## src/rtl/dmem_arb_pkg.sv

```systemverilog
// Shared types and default widths for the data-memory arbiter,
// DataMemo and the MEM stage.
package dmem_arb_pkg;

   localparam int ADDR_W_DEF = 6;
   localparam int DATA_W_DEF = 32;

   typedef enum logic [1:0] {
      ST_CPU   = 2'd0,
      ST_FORCE = 2'd1,
      ST_LOCK  = 2'd2
   } arb_state_e;

endpackage

```

## src/rtl/dmem_arbiter.sv

```systemverilog
// Single-port data-memory arbiter: CPU priority, starvation-forced loader
// grants and bounded loader lock bursts.
module dmem_arbiter
   import dmem_arb_pkg::*;
#(
   parameter int ADDR_W       = ADDR_W_DEF,
   parameter int DATA_W       = DATA_W_DEF,
   parameter int STARVE_LIMIT = 4,
   parameter int LOCK_MAX     = 8
) (
   input  logic              clk,
   input  logic              reset,
   input  logic              cpu_memR,
   input  logic              cpu_memW,
   input  logic [ADDR_W-1:0] cpu_addr,
   input  logic [DATA_W-1:0] cpu_wdata,
   output logic [DATA_W-1:0] cpu_rdata,
   output logic              cpu_stall,
   input  logic              ld_valid,
   input  logic              ld_we,
   input  logic [ADDR_W-1:0] ld_addr,
   input  logic [DATA_W-1:0] ld_wdata,
   input  logic              ld_lock,
   output logic              ld_ready,
   output logic              ld_rvalid,
   output logic [DATA_W-1:0] ld_rdata,
   output logic              mem_rd,
   output logic              mem_wr,
   output logic [ADDR_W-1:0] mem_addr,
   output logic [DATA_W-1:0] mem_din,
   input  logic [DATA_W-1:0] mem_dout
);

   localparam int SW = (STARVE_LIMIT > 1) ? $clog2(STARVE_LIMIT) : 1;
   localparam int LW = $clog2(LOCK_MAX + 1);
   localparam logic [SW-1:0] STARVE_TOP = SW'(STARVE_LIMIT - 1);
   localparam logic [LW-1:0] LOCK_TOP   = LW'(LOCK_MAX - 1);

   arb_state_e      state_r, state_nxt_s;
   logic [SW-1:0]   starve_cnt_r, starve_nxt_s;
   logic [LW-1:0]   lock_cnt_r, lock_nxt_s;
   logic            cpu_req_s, grant_ld_s, blocked_s;

   assign cpu_req_s  = cpu_memR | cpu_memW;
   // A handshake is exactly a loader grant, since grant already includes ld_valid.
   assign grant_ld_s = ~reset & ld_valid & ((state_r != ST_CPU) | ~cpu_req_s);
   assign blocked_s  = ~reset & ld_valid & ~grant_ld_s;
   assign ld_ready   = grant_ld_s;
   assign cpu_stall  = cpu_req_s & grant_ld_s;
   assign cpu_rdata  = mem_dout;

   // Memory port mux: loader fields when granted, otherwise the CPU request.
   always_comb begin
      mem_rd   = 1'b0;
      mem_wr   = 1'b0;
      mem_addr = cpu_addr;
      mem_din  = cpu_wdata;
      if (grant_ld_s) begin
         mem_rd   = ~ld_we;
         mem_wr   = ld_we;
         mem_addr = ld_addr;
         mem_din  = ld_wdata;
      end else if (cpu_req_s & ~reset) begin
         mem_rd = cpu_memR & ~cpu_memW;
         mem_wr = cpu_memW;
      end else begin
         mem_rd = 1'b0;
         mem_wr = 1'b0;
      end
   end

   // Next-state, starvation and burst-length logic.
   always_comb begin
      state_nxt_s  = state_r;
      starve_nxt_s = starve_cnt_r;
      lock_nxt_s   = lock_cnt_r;
      case (state_r)
         ST_CPU: begin
            if (grant_ld_s & ld_lock) begin
               state_nxt_s = (LOCK_MAX > 1) ? ST_LOCK : ST_CPU;
               lock_nxt_s  = LW'(1);
            end else if (blocked_s & (starve_cnt_r == STARVE_TOP)) begin
               state_nxt_s = ST_FORCE;
            end else begin
               state_nxt_s = ST_CPU;
            end
         end
         ST_FORCE: begin
            if (grant_ld_s & ld_lock & (LOCK_MAX > 1)) begin
               state_nxt_s = ST_LOCK;
               lock_nxt_s  = LW'(1);
            end else begin
               state_nxt_s = ST_CPU;
            end
         end
         ST_LOCK: begin
            if (grant_ld_s) begin
               lock_nxt_s  = lock_cnt_r + LW'(1);
               state_nxt_s = (~ld_lock | (lock_cnt_r == LOCK_TOP)) ? ST_CPU : ST_LOCK;
            end else begin
               state_nxt_s = ST_LOCK;
            end
         end
         default: begin
            state_nxt_s = ST_CPU;
         end
      endcase

      if (grant_ld_s | ~ld_valid) begin
         starve_nxt_s = {SW{1'b0}};
      end else if ((state_r == ST_CPU) & cpu_req_s & (starve_cnt_r != STARVE_TOP)) begin
         starve_nxt_s = starve_cnt_r + SW'(1);
      end else begin
         starve_nxt_s = starve_cnt_r;
      end
   end

   // State and counter registers.
   always_ff @(posedge clk) begin
      if (reset) begin
         state_r      <= ST_CPU;
         starve_cnt_r <= {SW{1'b0}};
         lock_cnt_r   <= {LW{1'b0}};
      end else begin
         state_r      <= state_nxt_s;
         starve_cnt_r <= starve_nxt_s;
         lock_cnt_r   <= lock_nxt_s;
      end
   end

   // Loader read return: capture on a read handshake, hold data otherwise.
   always_ff @(posedge clk) begin
      if (reset) begin
         ld_rvalid <= 1'b0;
         ld_rdata  <= {DATA_W{1'b0}};
      end else if (grant_ld_s & ~ld_we) begin
         ld_rvalid <= 1'b1;
         ld_rdata  <= mem_dout;
      end else begin
         ld_rvalid <= 1'b0;
      end
   end

endmodule

```

## config.mk

```make
export PLATFORM = sky130hd
export DESIGN_NAME = dmem_arbiter
export DESIGN_NICKNAME = d
export VERILOG_FILES = /design/src/rtl/dmem_arb_pkg.sv /design/src/rtl/dmem_arbiter.sv
export SDC_FILE = /design/constraint.sdc
export NUM_CORES = 1
export LEC_CHECK = 0
export ABC_AREA = 1
export BUFFER_PORTS_ARGS = -buffer_cell sky130_fd_sc_hd__buf_4
export CAP_MARGIN = 20
export CORE_MARGIN = 1.5
export CORE_UTILIZATION = 34
export DETAILED_ROUTE_END_ITERATION = 10
export HOLD_SLACK_MARGIN = 0.05
export PLACE_DENSITY = 0.78
export SYNTH_ARGS = -nofsm -noshare
export SYNTH_HDL_FRONTEND = slang
export SYNTH_SLANG_ARGS = --single-unit
```

## constraint.sdc

```tcl
create_clock -name clk -period 1.3 [get_ports clk]
set_clock_uncertainty 0.1 [all_clocks]
set_input_delay 0.13 -clock clk [delete_from_list [all_inputs] [get_ports clk]]
set_output_delay 0.13 -clock clk [all_outputs]
set_load 0.01 [all_outputs]
```

==> flow_summary.yaml, run 1 <==
outcome:
  status: "complete, but fails checks"
  violations: "negative setup slack"
grt:
  grt_use_total_pct: 26.12
  antenna_found_initial: 0
  grt_pass1_wl_um: 15330
  grt.overflow.total: 0
  grt_pass1_vias: 3264
  grt_max_degree: 28
die:
  die-width_um: 86.44
  rows: 30
  io_pins: 222
  die_h_um: 86.44
  coreArea_um2: 6756
  die_area_um2: 7472
  start_util_pct: 35.04
pwr:
  pwr-share-seq_pct: 39.0
  p_sw_share_pct: 29.00
  ir_drop_v: 0.0006676
  internal_power_mw: 2.357
  comb_power_share_pct: 35.2
  pwr-share-clk_pct: 25.8
  pwr_density_cell_nw_per_um2: 639.7
  power_mw: 3.319
  p_sw_mw: 0.9625
  total_leakage_power_nw: 2.738
synth:
  ys_ff_latch: 41
  syn_nets: 483
  syn_area_per_cell_um2: 6.468
  synthesis.area_um2: 2367
  syn-instance-count: 366
  yosys-top-cells-area: "dfxtp_1, nand2_1, buf_4"
  yosysTopAreaCellShare_pct: 34.67
  yosysTopAreaCell: "dfxtp_1"
  synth_cell_types: 25
  yosysSeqAreaShare_pct: 34.67
  synth.yosys.warnings: 0
final_layout:
  area_growth_syn_to_layout_pct: 119.2
  antennaDiodeCount: 0
  fin_nets: 730
  drive_gt1_share_pct: 59.54
worst_setup_path:
  start_kind: "flop"
  r2r-end: "ld_rdata[18]"
  setup.worst_path.class: "flop to output port"
  crit_required_ns: 1.07
  end_kind: "output port"
  reg2reg_depth: 9
  rrSetupSlack_ns: -0.26
  arrival_ns: 1.48
  reg2reg_from: "state_r[1]"
  cp_max_fo: 14
drt:
  post_drt_wl_per_cell_um: 16.47
  drt_wl_total_um: 11410
  detail-route-antenna-nets: 0
  drc: 0
  drt_iter0_markers: 105
  first_pass_iters: 5
  via_per_inst: 4.860
  vias: 3368
min_path:
  hold_depth: 5
  hold_path_class: "primary input to flop"
  hp-start: "ld_lock"
  min_to: "state_r[1]"
timing:
  tightest_slew_ns: 0.4245
  max_freq_mhz: 583.5
  layout_min_cycle_time_ns: 1.714
  layout_setup_ws_ns: -0.4139
  hold_viol_final: 0
  rsz0062_at_grt: "yes"
  fin_crit_sh_pct: 131.8
  setup_viol: 76
  slew_viol_final: 0
  max-slew-margin-rel_pct: 71.70
placed_design:
  gp_congestion: 0.8860
  dp_hpwl_um: 6659
  dp_slack_ns: -0.1020
  port_buffers: 221
job:
  cap_violations: 0
clocking:
  cts-htree-levels: 2
  cts_made_buffers: 5
  clock_latency_ns: 0.28
  cts_root_buffer: "clkbuf_8"
  cts_tree: "done"
  clkSlewWorstSetupHoldPaths_ns: 0.07
  clockBufferDepth: 2
  clkSinkCount: 41
==> registers in the layout, summed over array words and instances (netlist names) <==
| name | cells |
|---|---|
| lock_cnt_r | 4 |
| ld_rdata | 32 |
| starve_cnt_r | 2 |
| ld_rvalid | 1 |
| state_r | 2 |
==> final cells by class <==
class | count | area, um^2
sequential | 41 | 824.5
tap | 80 | 100.1
multi-input combinational | 262 | 1602
timing repair buffer | 290 | 2516
clock inverter | 1 | 7.507
inverter | 13 | 56.30
fill | 462 | 1568
clock buffer | 6 | 82.58
==> routing by layer <==
metal	global-route usage (%)	vias up	part of all wire, %
met5	0	-	0
met4	9.531	0	3.3
met3	8.190	30	8.7
met2	49.79	190	52
met1	26.46	1555	36
li1	-	1593	-
==> cell usage in the layout, fill, tap and decap left out, drive strengths merged <==
cell type / instances
buf: 257
nand2: 194
dfxtp: 41
a21oi: 35
dlygate4sd3: 32
inv: 13
nor2: 12
nand3: 8
clkbuf: 7
nand4: 2
ha: 2
nand3b: 2
o21ai: 2
a211oi: 1
xor2: 1
o21a: 1
a21boi: 1
o21bai: 1
clkinvlp: 1
==> synthesized netlist by cell type, drive strengths merged <==
cell type  count
ha             2
a21oi         35
o21bai         1
nand3          8
o21ai          2
nand3b         2
nor2          12
dfxtp         41
a211oi         1
nand4          2
nand2        194
clkbuf         3
buf           47
o21a           1
inv           13
a21boi         1
xor2           1
==> through the flow <==
step           TNS, ns  utilization [%]  instance area, um^2  instances  hold WS (ns)
5_1_grt         -26.04            76.80                 5189        693       0.09487
4_1_cts         -21.34            72.94                 4928        695       0.08946
2_1_floorplan        0                -                 2382        366        0.1727
3_3_place_gp    -1.735            59.13                 3995        638        0.2930
6_report        -21.58            76.80                 5189        693       0.08832
3_5_place_dp    -4.393            59.13                 3995        638        0.3039
==> power groups by stage <==
stage	combinational [mW]	sequential [mW]	clock, mW
after global routing	1.23	1.30	0.915
after CTS	1.08	1.29	0.858
after global placement	0.885	1.32	0
after detailed placement	0.892	1.32	0
after floorplan	0.353	1.33	0
final	1.17	1.29	0.855
==> critical path, cell delays in order (launching register included) <==
cell and delay (ns):
dfxtp_2 0.34, nor2_4 0.14, nand2_4 0.09, nand2_8 0.14
inv_8 0.07, buf_12 0.15, nand2_1 0.07, nand2_1 0.06
buf_4 0.15
==> cells by family (layout without fill, tap and decap cells) <==
kind of cell / count (synthesis) / after routing / share of synthesized area (%)
and+or+nand+nor: 218 / 218 / 37.58
DFF: 41 / 41 / 34.67
AOI/OAI and AO/OA: 41 / 41 / 9.091
buffers and inverters: 63 / 310 / 17.23
adders and majority gates: 2 / 2 / 1.057
xor gates and xnor gates: 1 / 1 / 0.3700
==> what timing repair did <==
action | 4_1_cts | 5_1_grt
buffers inserted | 11 | 1
cloned | 7 | 2
hold endpoints to repair | 32 | 0
setup endpoints to repair | 77 | 83
resized for setup | 66 | 90
pin swaps | 8 | 26
hold buffers | 32 | 0
==> how the worst max path moves through the flow <==
stage | from | end | slack [ns]
2_1_floorplan | state_r[0] | mem_din[11] | 0.003
3_3_place_gp | state_r[0] | mem_din[22] | -0.07
3_5_place_dp | cpu_memR | ld_rdata[22] | -0.10
4_1_cts | state_r[1] | mem_din[22] | -0.38
5_1_grt | state_r[0] | mem_wr | -0.47
6_report | state_r[0] | mem_addr[2] | -0.41
Power figures use the tool's default switching activity.
==> run 2, diff against run 1 <==
CORE_AREA = 2 2 86 88   (was not set)
CORE_MARGIN = not set   (was 1.5)
CORE_UTILIZATION = not set   (was 34)
DIE_AREA = 0 0 88 90   (was not set)
PLACE_DENSITY = 0.75   (was 0.78)
clock period = 1.76 ns   (was 1.3 ns; I/O delays follow)
==> run 2 against run 1 <==
Against the previous run: the flow now finishes without violations; critical path depth unchanged; critical path type unchanged; via count decreased by 9.6%; count of clock-buffer cells in the layout increased by 1; worst hold slack got worse by 0.028 ns; total power decreased by 27%; global-route usage decreased by 3.6 points; sequential share of layout area increased by 3.3 points; largest power group unchanged.
==> flow_summary.yaml, run 2 (synthesis gave the netlist of run 1 again) <==
outcome:
  status: "completed"
die:
  die_area_um2: 7920
  die-width_um: 88
  start_util_pct: 33.72
  io_pins: 222
  die_h_um: 90
  rows: 31
  coreArea_um2: 7020
final_layout:
  fin_nets: 697
  largest_register: "ld_rdata"
  regArea_um2: 823.3
  fillers: 654
  multi_input_area_um2: 1154
  layout_common_cells: "buf_4, nand2_1, dfxtp_1"
  area_growth_syn_to_layout_pct: 81.61
  design_area_um2: 4299
  postLayoutCoreUtil_pct: 61.24
  largest_register_ffs: 32
  final_cell_count_no_fill: 681
  layout_commonest_cell: "buf_4"
  reg_top3: "ld_rdata: 32 flops, lock_cnt_r: 4 flops"
  drive_gt1_share_pct: 44.23
pwr:
  internal_power_mw: 1.807
  pwr-share-clk_pct: 31.8
  ir_drop_v: 0.0004787
  total_leakage_power_nw: 2.268
  power_mw: 2.417
  p_sw_share_pct: 25.25
  pwr-share-seq_pct: 39.5
  comb_power_share_pct: 28.7
  pwr_density_cell_nw_per_um2: 562.3
  p_sw_mw: 0.6105
grt:
  grt_use_total_pct: 22.57
  antenna_found_initial: 1
  grt_pass1_vias: 2993
  grt.overflow.total: 0
  grt_max_degree: 34
  grt_pass1_wl_um: 14140
clocking:
  cts_tree: "done"
  clock_latency_ns: 0.28
  cts_root_buffer: "clkbuf_8"
  clkSlewWorstSetupHoldPaths_ns: 0.07
  cts-htree-levels: 2
  clkSinkCount: 41
  cts_made_buffers: 5
  clockBufferDepth: 2
placed_design:
  port_buffers: 221
  dp_hpwl_um: 7153
  dp.cells: 645
  dp_slack_ns: 0.1510
  placed_area_um2: 3884
  gp_congestion: 0.9435
worst_setup_path:
  reg2reg_from: "state_r[1]"
  cp_max_fo: 21
  crit_required_ns: 1.48
  start_kind: "flop"
  setup.worst_path.class: "flop to output port"
  reg2reg_depth: 7
  r2r-end: "ld_rdata[19]"
  arrival_ns: 1.46
  rrSetupSlack_ns: 0.31
  end_kind: "output port"
timing:
  fin_crit_sh_pct: 98.55
  layout_setup_ws_ns: 0.02550
  rsz0062_at_grt: "yes"
  max_freq_mhz: 576.5
  max-slew-margin-rel_pct: 73.32
  slew_viol_final: 0
  layout_min_cycle_time_ns: 1.735
  timing.hold.ws_ns: 0.05995
  tightest_slew_ns: 0.3987
  setup_viol: 0
  setup_tns_ns: 0
  hold_viol_final: 0
drt:
  drt_wl_total_um: 9416
  drt_iter0_markers: 81
  drc: 0
  detail-route-antenna-nets: 0
  first_pass_iters: 4
  post_drt_wl_per_cell_um: 13.83
  via_per_inst: 4.468
  vias: 3043
min_path:
  hold_path_class: "primary input to flop"
  hp-start: "mem_dout[6]"
  min_to: "ld_rdata[6]"
  hold_depth: 3
job:
  cap_violations: 0
[run 2: changes by cell type in the layout (fill, tap and decap cells not counted), moves of 3 or more]
cell,delta
buf_6,-10
nand2_2,-17
nor2_1,+4
buf_12,-7
nand2_1,+49
a21oi_1,+31
a21oi_2,-31
buf_16,-3
nor2_2,-3
dlygate4sd3_1,-12
nand2_4,-31
[run 2: cell type report]
class / count / share of cell area (%)
Timing Repair Buffer: 257 / 47.18
Multi-Input combinational cell: 262 / 26.83
Sequential cell: 41 / 19.15
Tap cell: 99 / 2.881
Clock buffer: 7 / 2.008
Inverter: 13 / 1.193
Clock inverter: 1 / 0.6985
Antenna cell: 1 / 0.05821
[run 2: how the worst max path moves through the flow]
stage	endpoint	slack, ns	from	depth (start not counted)
2_1_floorplan	mem_wr	0.33	state_r[1]	6
3_3_place_gp	mem_din[27]	0.21	state_r[1]	8
3_5_place_dp	mem_addr[3]	0.15	state_r[1]	8
4_1_cts	mem_addr[3]	0.02	state_r[0]	8
5_1_grt	mem_addr[3]	-0.06	state_r[1]	8
6_report	mem_din[23]	0.03	state_r[1]	8
[run 2: worst max-delay path, cell delays in order, from the launching register on]
cell	delay, ns
dfxtp_2	0.35
nor2_4	0.13
nand2_2	0.09
nand2_4	0.10
inv_4	0.07
buf_12	0.16
nand2_1	0.06
nand2_1	0.07
buf_4	0.15
[run 2: repair_timing]
| action | in CTS | in global routing |
|---|---|---|
| pin swaps | 1 | 1 |
| setup buffers | 5 | 2 |
| hold endpoints to repair | 19 | 1 |
| gates resized for setup | 7 | 6 |
| setup endpoints to repair | 34 | 40 |
| hold buffers | 19 | 1 |
[run 2: power groups by stage]
stage	sequential [mW]	combinational, mW	clock, mW
floorplan	0.981	0.258	0
global placement	0.976	0.636	0
detailed placement	0.977	0.639	0
CTS	0.955	0.686	0.791
global route	0.958	0.743	0.833
finish	0.955	0.693	0.769
[run 2: layer usage]
layer / part of all wire (%) / track usage (%)
met5: 0 / 0
met4: 2.3 / 8.205
met3: 10 / 7.897
met2: 52 / 42.42
met1: 36 / 21.99
==> run 3, diff against run 2 <==
CORE_AREA = 2 2 85 87   (was 2 2 86 88)
DIE_AREA = 0 0 87 89   (was 0 0 88 90)
PLACE_DENSITY = 0.77   (was 0.75)
clock period = 2.1 ns   (was 1.76 ns; I/O delays follow)
==> run 3 against run 2 <==
Against the previous run: core utilization shrank 2.3 points; critical path depth shrank 1; total power shrank 18%; sequential power shrank 16%; worst hold slack gained 0.016 ns; non-clock buffer count shrank 29; worst setup slack gained 0.14 ns; critical endpoint is now mem_wr; largest cell class unchanged; largest power group unchanged.
==> flow_summary.yaml, run 3 (synthesis gave the netlist of run 1 again) <==
pwr:
  ir_drop_v: 0.0004262
  total_leakage_power_nw: 2.130
  pwr_density_cell_nw_per_um2: 502.8
grt:
  grt_pass1_wl_um: 12520
  grt_max_degree: 33
  grt_pass1_vias: 2708
  grt.overflow.total: 0
  antenna_found_initial: 0
  grt_use_total_pct: 20.36
final_layout:
  fin_nets: 668
  reg_top3: "ld_rdata: 32 flops, lock_cnt_r: 4 flops"
  fillers: 643
  largest_register_ffs: 32
  area_growth_syn_to_layout_pct: 67.23
  largest_register: "ld_rdata"
  layout_commonest_cell: "buf_4"
  drive_gt1_share_pct: 44.02
  layout_common_cells: "buf_4, nand2_1, dfxtp_1"
  antennaDiodeCount: 0
drt:
  via_per_inst: 4.639
  drt_iter0_markers: 183
  post_drt_wl_per_cell_um: 13.56
  drt_wl_total_um: 8568
  drc: 0
  detail-route-antenna-nets: 0
  first_pass_iters: 4
  vias: 2932
min_path:
  hold_path_class: "primary input to flop"
  hold_depth: 3
  min_to: "ld_rdata[26]"
  hp-start: "mem_dout[26]"
die:
  start_util_pct: 35.23
  io_pins: 222
  die_area_um2: 7743
  coreArea_um2: 6719
  die-width_um: 87
  die_h_um: 89
  rows: 30
timing:
  fin_crit_sh_pct: 91.98
  max-slew-margin-rel_pct: 76.74
  rsz0062_at_grt: "no"
  layout_min_cycle_time_ns: 1.932
  layout_setup_ws_ns: 0.1684
  setup_tns_ns: 0
  max_freq_mhz: 517.7
  hold_viol_final: 0
  tightest_slew_ns: 0.3476
  setup_viol: 0
  slew_viol_final: 0
clocking:
  clockBufferDepth: 2
  cts_made_buffers: 5
  cts_tree: "done"
  cts_root_buffer: "clkbuf_8"
  postCtsSetupBuffers: 0
  clkSinkCount: 41
  clock_latency_ns: 0.29
  clkSlewWorstSetupHoldPaths_ns: 0.08
  cts-htree-levels: 2
placed_design:
  dp_slack_ns: 0.2971
  gp_congestion: 0.8657
  dp_hpwl_um: 6791
  port_buffers: 221
worst_setup_path:
  setup.worst_path.class: "flop to output port"
  rrSetupSlack_ns: 0.43
  crit_required_ns: 1.79
  r2r-end: "ld_rdata[18]"
  end_kind: "output port"
  reg2reg_depth: 8
  cp_max_fo: 20
  start_kind: "flop"
  reg2reg_from: "state_r[1]"
  arrival_ns: 1.62
outcome:
  status: "completed"
job:
  cap_violations: 0
==> run 3: cell count changes in the layout (fill, tap and decap cells not counted), sizes merged <==
cell         change
dlygate4sd3     -20
diode            -1
buf              -9
==> run 3: area by class of cell <==
type,count,area (um^2),share of cell area (%)
Clock buffer,7,86.33,2.181
Multi-Input combinational cell,262,1139,28.76
Sequential cell,41,820.8,20.73
Tap cell,80,100.1,2.528
Inverter,13,51.30,1.296
Clock inverter,1,30.03,0.7585
Timing Repair Buffer,228,1732,43.74
==> run 3: worst max-delay path, cell delays in order (launching register included) <==
cell and delay [ns]:
dfxtp_1 0.33, nor2_2 0.16, nand2_2 0.12, nand2_4 0.10, buf_8 0.18, nor2_8 0.08, a211oi_1 0.19, buf_4 0.17
==> run 3: worst max path at each step <==
stage | from | endpoint | slack (ns) | depth (start not counted)
floorplan | state_r[1] | mem_wr | 0.63 | 6
global placement | cpu_memW | ld_rdata[17] | 0.36 | 10
detailed placement | cpu_memW | ld_rdata[19] | 0.30 | 10
CTS | state_r[1] | mem_wr | 0.07 | 7
global route | state_r[1] | mem_wr | 0.02 | 7
finish | state_r[1] | mem_wr | 0.17 | 7
==> run 3: timing repair <==
action                                  4_1_cts  5_1_grt
gates resized for setup                       0        4
hold endpoints to repair                      0        0
hold buffers                                  0        0
endpoints found under the setup margin        0        2
==> run 3: per-layer routing <==
layer  global-route usage [%]  routed length, um  up-vias
met1                    23.87               3308     1296
li1                         -                  -     1472
met4                    6.108                131        0
met2                    36.36               4213      154
met5                        0                  0        -
met3                    5.448                914       10
==> run 3: report_power, final <==
group	switching [mW]	total [mW]	internal, mW
sequential	0.00885	0.800	0.791
combinational	0.234	0.534	0.300
clock	0.268	0.656	0.388
==> run 3: stage by stage <==
stage | total power, mW | utilization (%) | hold WS, ns | instances | cell area (um^2)
after detailed placement | 1.352 | 57.04 | 0.3558 | 624 | 3832
after global routing | 2.091 | 58.92 | 0.06673 | 632 | 3959
after floorplan | 1.039 | - | 0.2527 | 366 | 2367
final | 1.991 | 58.92 | 0.07643 | 632 | 3959
after global placement | 1.347 | 57.04 | 0.3518 | 624 | 3832
after CTS | 2.012 | 58.77 | 0.06592 | 632 | 3949
